[src/rtl/sram_arbiter.sv]
// sram_arbiter: two-port arbiter in front of an asynchronous 16-bit SRAM.
// Port 0 (video fetch) and port 1 (CPU) issue read/write commands.
// A granted command runs for ACCESS_CYCLES cycles with the chip enabled,
// then spends one RECOVER cycle with the chip disabled.
//
// Configuration macro: SRAM_ARB_ROUND_ROBIN_EN
//   defined   - simultaneous requests alternate through a round-robin pointer
//   undefined - fixed priority, port 0 always wins
//
// Ports:
//   clk_50_clk, reset_reset_n  clock, async active-low reset
//   pX_req/we/addr/wdata/be    command from port X (held until pX_gnt)
//   pX_gnt                     combinational one-cycle accept pulse (IDLE only)
//   pX_rvalid, rdata           read completion pulse and shared read data
//   sram_*                     registered SRAM pins (dq tri-state lives above)
module sram_arbiter #(
  parameter int unsigned ACCESS_CYCLES = 2
) (
  input  logic        clk_50_clk,
  input  logic        reset_reset_n,
  input  logic        p0_req,
  input  logic        p0_we,
  input  logic [18:0] p0_addr,
  input  logic [15:0] p0_wdata,
  input  logic [1:0]  p0_be,
  output logic        p0_gnt,
  output logic        p0_rvalid,
  input  logic        p1_req,
  input  logic        p1_we,
  input  logic [18:0] p1_addr,
  input  logic [15:0] p1_wdata,
  input  logic [1:0]  p1_be,
  output logic        p1_gnt,
  output logic        p1_rvalid,
  output logic [15:0] rdata,
  output logic [18:0] sram_addr,
  output logic [15:0] sram_dq_out,
  output logic        sram_dq_oe,
  input  logic [15:0] sram_dq_in,
  output logic        sram_ce_n,
  output logic        sram_oe_n,
  output logic        sram_we_n,
  output logic [1:0]  sram_be_n
);

  localparam logic [3:0] LastCnt = 4'(ACCESS_CYCLES - 1);

  typedef enum logic [1:0] {StIdle, StAccess, StRecover} state_e;

  state_e      state_q, state_d;
  logic [3:0]  cnt_q, cnt_d;
  logic        port_q, port_d;
  logic        we_q, we_d;
  logic [18:0] addr_q, addr_d;
  logic [15:0] dq_out_q, dq_out_d;
  logic        dq_oe_q, dq_oe_d;
  logic        ce_n_q, ce_n_d;
  logic        oe_n_q, oe_n_d;
  logic        we_n_q, we_n_d;
  logic [1:0]  be_n_q, be_n_d;
  logic [15:0] rdata_q, rdata_d;
  logic [1:0]  rvalid_q, rvalid_d;

  logic        p0_sel, p1_sel;
  logic        sel_we;

`ifdef SRAM_ARB_ROUND_ROBIN_EN
  // 0: port 0 wins the next tie, 1: port 1 wins the next tie
  logic rr_q, rr_d;
`endif

  // Grant selection; gated by reset so no grant leaks out while in reset.
  always_comb begin
    p0_sel = 1'b0;
    p1_sel = 1'b0;
    if (state_q == StIdle && reset_reset_n) begin
`ifdef SRAM_ARB_ROUND_ROBIN_EN
      if (p0_req && p1_req) begin
        p0_sel = ~rr_q;
        p1_sel = rr_q;
      end else begin
        p0_sel = p0_req;
        p1_sel = p1_req;
      end
`else
      p0_sel = p0_req;
      p1_sel = p1_req & ~p0_req;
`endif
    end
  end

  assign p0_gnt = p0_sel;
  assign p1_gnt = p1_sel;
  assign sel_we = p1_sel ? p1_we : p0_we;

  always_comb begin
    state_d  = state_q;
    cnt_d    = cnt_q;
    port_d   = port_q;
    we_d     = we_q;
    addr_d   = addr_q;
    dq_out_d = dq_out_q;
    dq_oe_d  = dq_oe_q;
    ce_n_d   = ce_n_q;
    oe_n_d   = oe_n_q;
    we_n_d   = we_n_q;
    be_n_d   = be_n_q;
    rdata_d  = rdata_q;
    rvalid_d = 2'b00;
`ifdef SRAM_ARB_ROUND_ROBIN_EN
    rr_d     = rr_q;
`endif
    unique case (state_q)
      StIdle: begin
        if (p0_sel || p1_sel) begin
          state_d  = StAccess;
          cnt_d    = 4'd0;
          port_d   = p1_sel;
          we_d     = sel_we;
          addr_d   = p1_sel ? p1_addr : p0_addr;
          dq_out_d = p1_sel ? p1_wdata : p0_wdata;
          be_n_d   = ~(p1_sel ? p1_be : p0_be);
          ce_n_d   = 1'b0;
          oe_n_d   = sel_we;
          // ACCESS_CYCLES >= 2, so the first cycle of a write always strobes
          we_n_d   = ~sel_we;
          dq_oe_d  = sel_we;
`ifdef SRAM_ARB_ROUND_ROBIN_EN
          rr_d     = p0_sel;
`endif
        end
      end
      StAccess: begin
        if (cnt_q == LastCnt) begin
          state_d = StRecover;
          cnt_d   = 4'd0;
          ce_n_d  = 1'b1;
          oe_n_d  = 1'b1;
          we_n_d  = 1'b1;
          dq_oe_d = 1'b0;
          be_n_d  = 2'b11;
          if (!we_q) begin
            rdata_d          = sram_dq_in;
            rvalid_d[port_q] = 1'b1;
          end
        end else begin
          cnt_d = cnt_q + 4'd1;
          // Release we_n for the final cycle so write data is held past it
          if (cnt_q + 4'd1 == LastCnt) begin
            we_n_d = 1'b1;
          end
        end
      end
      StRecover: begin
        state_d = StIdle;
      end
      default: begin
        state_d = StIdle;
      end
    endcase
  end

  always_ff @(posedge clk_50_clk or negedge reset_reset_n) begin
    if (!reset_reset_n) begin
      state_q  <= StIdle;
      cnt_q    <= 4'd0;
      port_q   <= 1'b0;
      we_q     <= 1'b0;
      addr_q   <= '0;
      dq_out_q <= '0;
      dq_oe_q  <= 1'b0;
      ce_n_q   <= 1'b1;
      oe_n_q   <= 1'b1;
      we_n_q   <= 1'b1;
      be_n_q   <= 2'b11;
      rdata_q  <= '0;
      rvalid_q <= 2'b00;
`ifdef SRAM_ARB_ROUND_ROBIN_EN
      rr_q     <= 1'b0;
`endif
    end else begin
      state_q  <= state_d;
      cnt_q    <= cnt_d;
      port_q   <= port_d;
      we_q     <= we_d;
      addr_q   <= addr_d;
      dq_out_q <= dq_out_d;
      dq_oe_q  <= dq_oe_d;
      ce_n_q   <= ce_n_d;
      oe_n_q   <= oe_n_d;
      we_n_q   <= we_n_d;
      be_n_q   <= be_n_d;
      rdata_q  <= rdata_d;
      rvalid_q <= rvalid_d;
`ifdef SRAM_ARB_ROUND_ROBIN_EN
      rr_q     <= rr_d;
`endif
    end
  end

  assign p0_rvalid   = rvalid_q[0];
  assign p1_rvalid   = rvalid_q[1];
  assign rdata       = rdata_q;
  assign sram_addr   = addr_q;
  assign sram_dq_out = dq_out_q;
  assign sram_dq_oe  = dq_oe_q;
  assign sram_ce_n   = ce_n_q;
  assign sram_oe_n   = oe_n_q;
  assign sram_we_n   = we_n_q;
  assign sram_be_n   = be_n_q;

endmodule

[config.mk]
export PLATFORM = sky130hd
export DESIGN_NAME = sram_arbiter
export DESIGN_NICKNAME = d
export VERILOG_FILES = /design/src/rtl/sram_arbiter.sv
export SDC_FILE = /design/constraint.sdc
export NUM_CORES = 1
export LEC_CHECK = 0
export BUFFER_PORTS_ARGS = -buffer_cell sky130_fd_sc_hd__buf_2
export CORE_UTILIZATION = 43
export DETAILED_ROUTE_END_ITERATION = 6
export PLACE_DENSITY = 0.83
export SLEW_MARGIN = 20
export SYNTH_ARGS = -nofsm -noshare
export SYNTH_HDL_FRONTEND = slang
export SYNTH_SLANG_ARGS = --single-unit
[constraint.sdc]
create_clock -name clk_50_clk -period 3.1 [get_ports clk_50_clk]
set_input_delay 0.31 -clock clk_50_clk [delete_from_list [all_inputs] [get_ports clk_50_clk]]
set_output_delay 0.31 -clock clk_50_clk [all_outputs]
set_load 0.01 [all_outputs]
==> summary.md <==
| Metric | Value |
|---|---|
| Status | complete, no violations |
| Cell Area, Synth | between 2000 and 3000 µm² |
| Number of synthesized register bits | 67 |
| Global-route wire length before repair | approximately 10,000 µm |
| Most frequent cell after synthesis | dfrtp_1 |
| Total CTS buffers | 9 |
| # hold bufs at CTS | 0 |
| Avg Cell Area, Syn | roughly 12 µm² |
| Synth area leader | dfrtp_1 |
| Commonest cells in the netlist | dfrtp_1 (62), nand2_1 (42), mux2i_1 (38) |
| Worst EP arrival | 1870 ps |
| N_diodes | 0 |
| Wire per inst | between 10 and 15 µm |
| Clk Latency, worst-skew pair | around 330 ps |
| CP endpoint kind | output pin |
| Via density per instance | between 4 and 5 |
| Total power draw | 3.67 mW |
| Endpoints failing setup | 0 |
| Synthesis-to-layout area growth | 36.0% |
| CORE AREA | around 6800 µm² |
| TritonCTS clock tree | yes |
| Post-CTS sizing | 0 |
| Minimum clock period | roughly 2200 ps |
| CTS H-tree lvls | 3 |
| Crit path launch type | register |
| Hold Path Class | in2async |
| Leakage power total | roughly 2.3 nW |
| RD Place Congestion | about 0.76 |
| Multi-input gate area | 1220 µm² |
| Register area | ~1700 µm² |
| Fmax | 460 MHz |
| Total Die Area | ~7300 µm² |
| Layout net count | roughly 510 |
| FP Rows | 30 |
| FF-to-FF path depth | 5 |
| DP Wirelength | between 4000 and 5000 µm |
| RSZ-0062 raised after global routing | false |
| Synth Flop Type | dfrtp_1 |
| Overall Global Routing Usage | 0.182 |
| CP Class | reg2out |
| # port buffers | 156 |
| Post-synth top area share | 0.519 |
| Clock-pin transition on the worst setup and hold timing paths | approximately 80 ps |
| Synth cell types | 36 |
| Height of the die | 85.4 µm |
| Largest net degree at the start of global routing | 69 |
| Post-synthesis sequential area ratio | 0.563 |
| Final global-route overflow total | 0 |
| Slew Limit Headroom | 0.389 |
| ANT nets after route | 0 |
| Starting Density | 0.442 |
| Asr flop ratio synth | 1.00 |
| Drt first pass iters | 6 |
| P per Cell Area | roughly 900 nW/µm² |
| Area contributors post-synth | dfrtp_1 (52%), mux2i_1 (13%), mux2_2 (6.4%), o21ai_0 (6.2%), nand2_1 (5.3%) |
| Final Skew | between 10 and 15 ps |
| Data required, critical path | approximately 2800 ps |
| Fillers | about 560 |
| Gate Count Post-Synth | around 260 |
| Vias | approximately 2,400 |
| Remaining DRCs | 0 |
| Synth warnings | 0 |
| Initial DRC Count | 56 |
| Die width | around 85 µm |
| Pins Over Slew Limit | 0 |
| Slew at the pin closest to its max-slew limit | approximately 900 ps |
| Setup TNS | 0 ps |
| Syn nets | about 360 |
| Fraction of layout cells with a size suffix above 1 | 0.490 |
| Max-cap violations | 0 |
| I/O pin cnt | approximately 160 |
| Post-synth EDFFs | 0 |
| CTS root buffer | clkbuf_8 |
| Crit path max fanout | 9 |
| Final hold vios | 0 |
| Period utilisation layout | 0.702 |
| CTS Sinks | 67 |
| Initial antenna violation count | 0 |
| Clock buffer depth | 2 |
| Routed wire length | roughly 6400 µm |
| Peak supply drop | around 350 µV |
| Number of setup buffers added after CTS | 0 |
| Number of global-route vias before repair | between 2,000 and 2,500 |
[layout make-up]
class,instances,area share
clock buffer,9,0.0305
clock inverter,7,0.0249
inverter,7,0.00647
multi-input combinational,170,0.300
sequential,67,0.414
tap,80,0.0246
timing repair buffer,160,0.200
[registers in the layout (all words and copies together), names as in the netlist]
signal and flops:
rvalid_q 2, sram_addr 19, sram_ce_n 1, sram_oe_n 1, sram_dq_oe 1, sram_be_n 2
sram_we_n 1, we_q 1, sram_dq_out 16, port_q 1, state_q 2, rdata 16
cnt_q 4
[per-stage QoR]
step                      setup WS (ps)  instance area [µm²]  cells  utilization  hold slack (ps)
final                               925                 4060    500        0.601              182
after global routing                854                 4060    500        0.601              200
after CTS                           919                 4060    500        0.601              199
after detailed placement           1100                 3840    484        0.568              418
after global placement             1170                 3840    484        0.568              416
after floorplan                    1500                 2990    257            -             14.4
[cells in the final DEF (no fill, tap or decap), types with 2 or more instances in the layout]
cell,synthesis,layout
a21oi_1,2,2
a22o_1,2,2
buf_2,6,156
buf_4,0,4
bufinv_16,0,2
clkbuf_8,0,9
clkinv_4,0,2
clkinvlp_4,0,2
dfrtp_1,62,62
dfstp_2,5,5
ha_1,3,3
inv_1,7,7
mux2_2,17,17
mux2i_1,38,38
nand2_1,42,42
nand3_1,2,2
nor2_1,3,3
nor3_1,2,2
o21a_1,2,2
o21ai_0,37,37
o22a_1,2,2
[worst paths after layout]
| path | slack, ps | to | from |
|---|---|---|---|
| setup reg to reg | 1150 | sram_addr[15] | state_q[0] |
| min in group clk_50_clk | 210 | rdata[12] | sram_dq_in[12] |
| hold / removal | 180 | sram_dq_out[7] | reset_reset_n |
| hold reg to reg | 430 | rvalid_q[0] | port_q |
| max in group asynchronous | 2380 | rdata[15] | reset_reset_n |
| setup / recovery | 920 | p1_gnt | state_q[0] |
[kinds of logic after synthesis]
family          share of synthesized area
simple gates                       0.0854
fa+ha+maj                          0.0126
buf+inv                            0.0327
mux                                 0.199
xor+xnor                          0.00293
flops                               0.563
compound gates                      0.104
[per-layer routing]
layer	vias up	wire length (µm)	track usage	share of wire
met5	-	0	0	0
met3	10	323	0.0409	0.050
met1	1099	2790	0.228	0.43
li1	1207	-	-	-
met4	0	127	0.0833	0.020
met2	101	3180	0.302	0.50
[worst max-delay path: stages (launching register included)]
cell and delay, ps:
dfrtp_1 410, nor3b_2 400, nand3b_1 270, buf_4 270, inv_1 60, buf_2 120
[where the power goes]
part	internal, mW	leakage, nW	switching (mW)
Combinational	0.626	1.39	0.737
Clock	0.458	0.106	0.342
Sequential	1.29	0.826	0.223
Total	2.37	2.32	1.30
No activity file was read; power rests on OpenSTA's default activity.
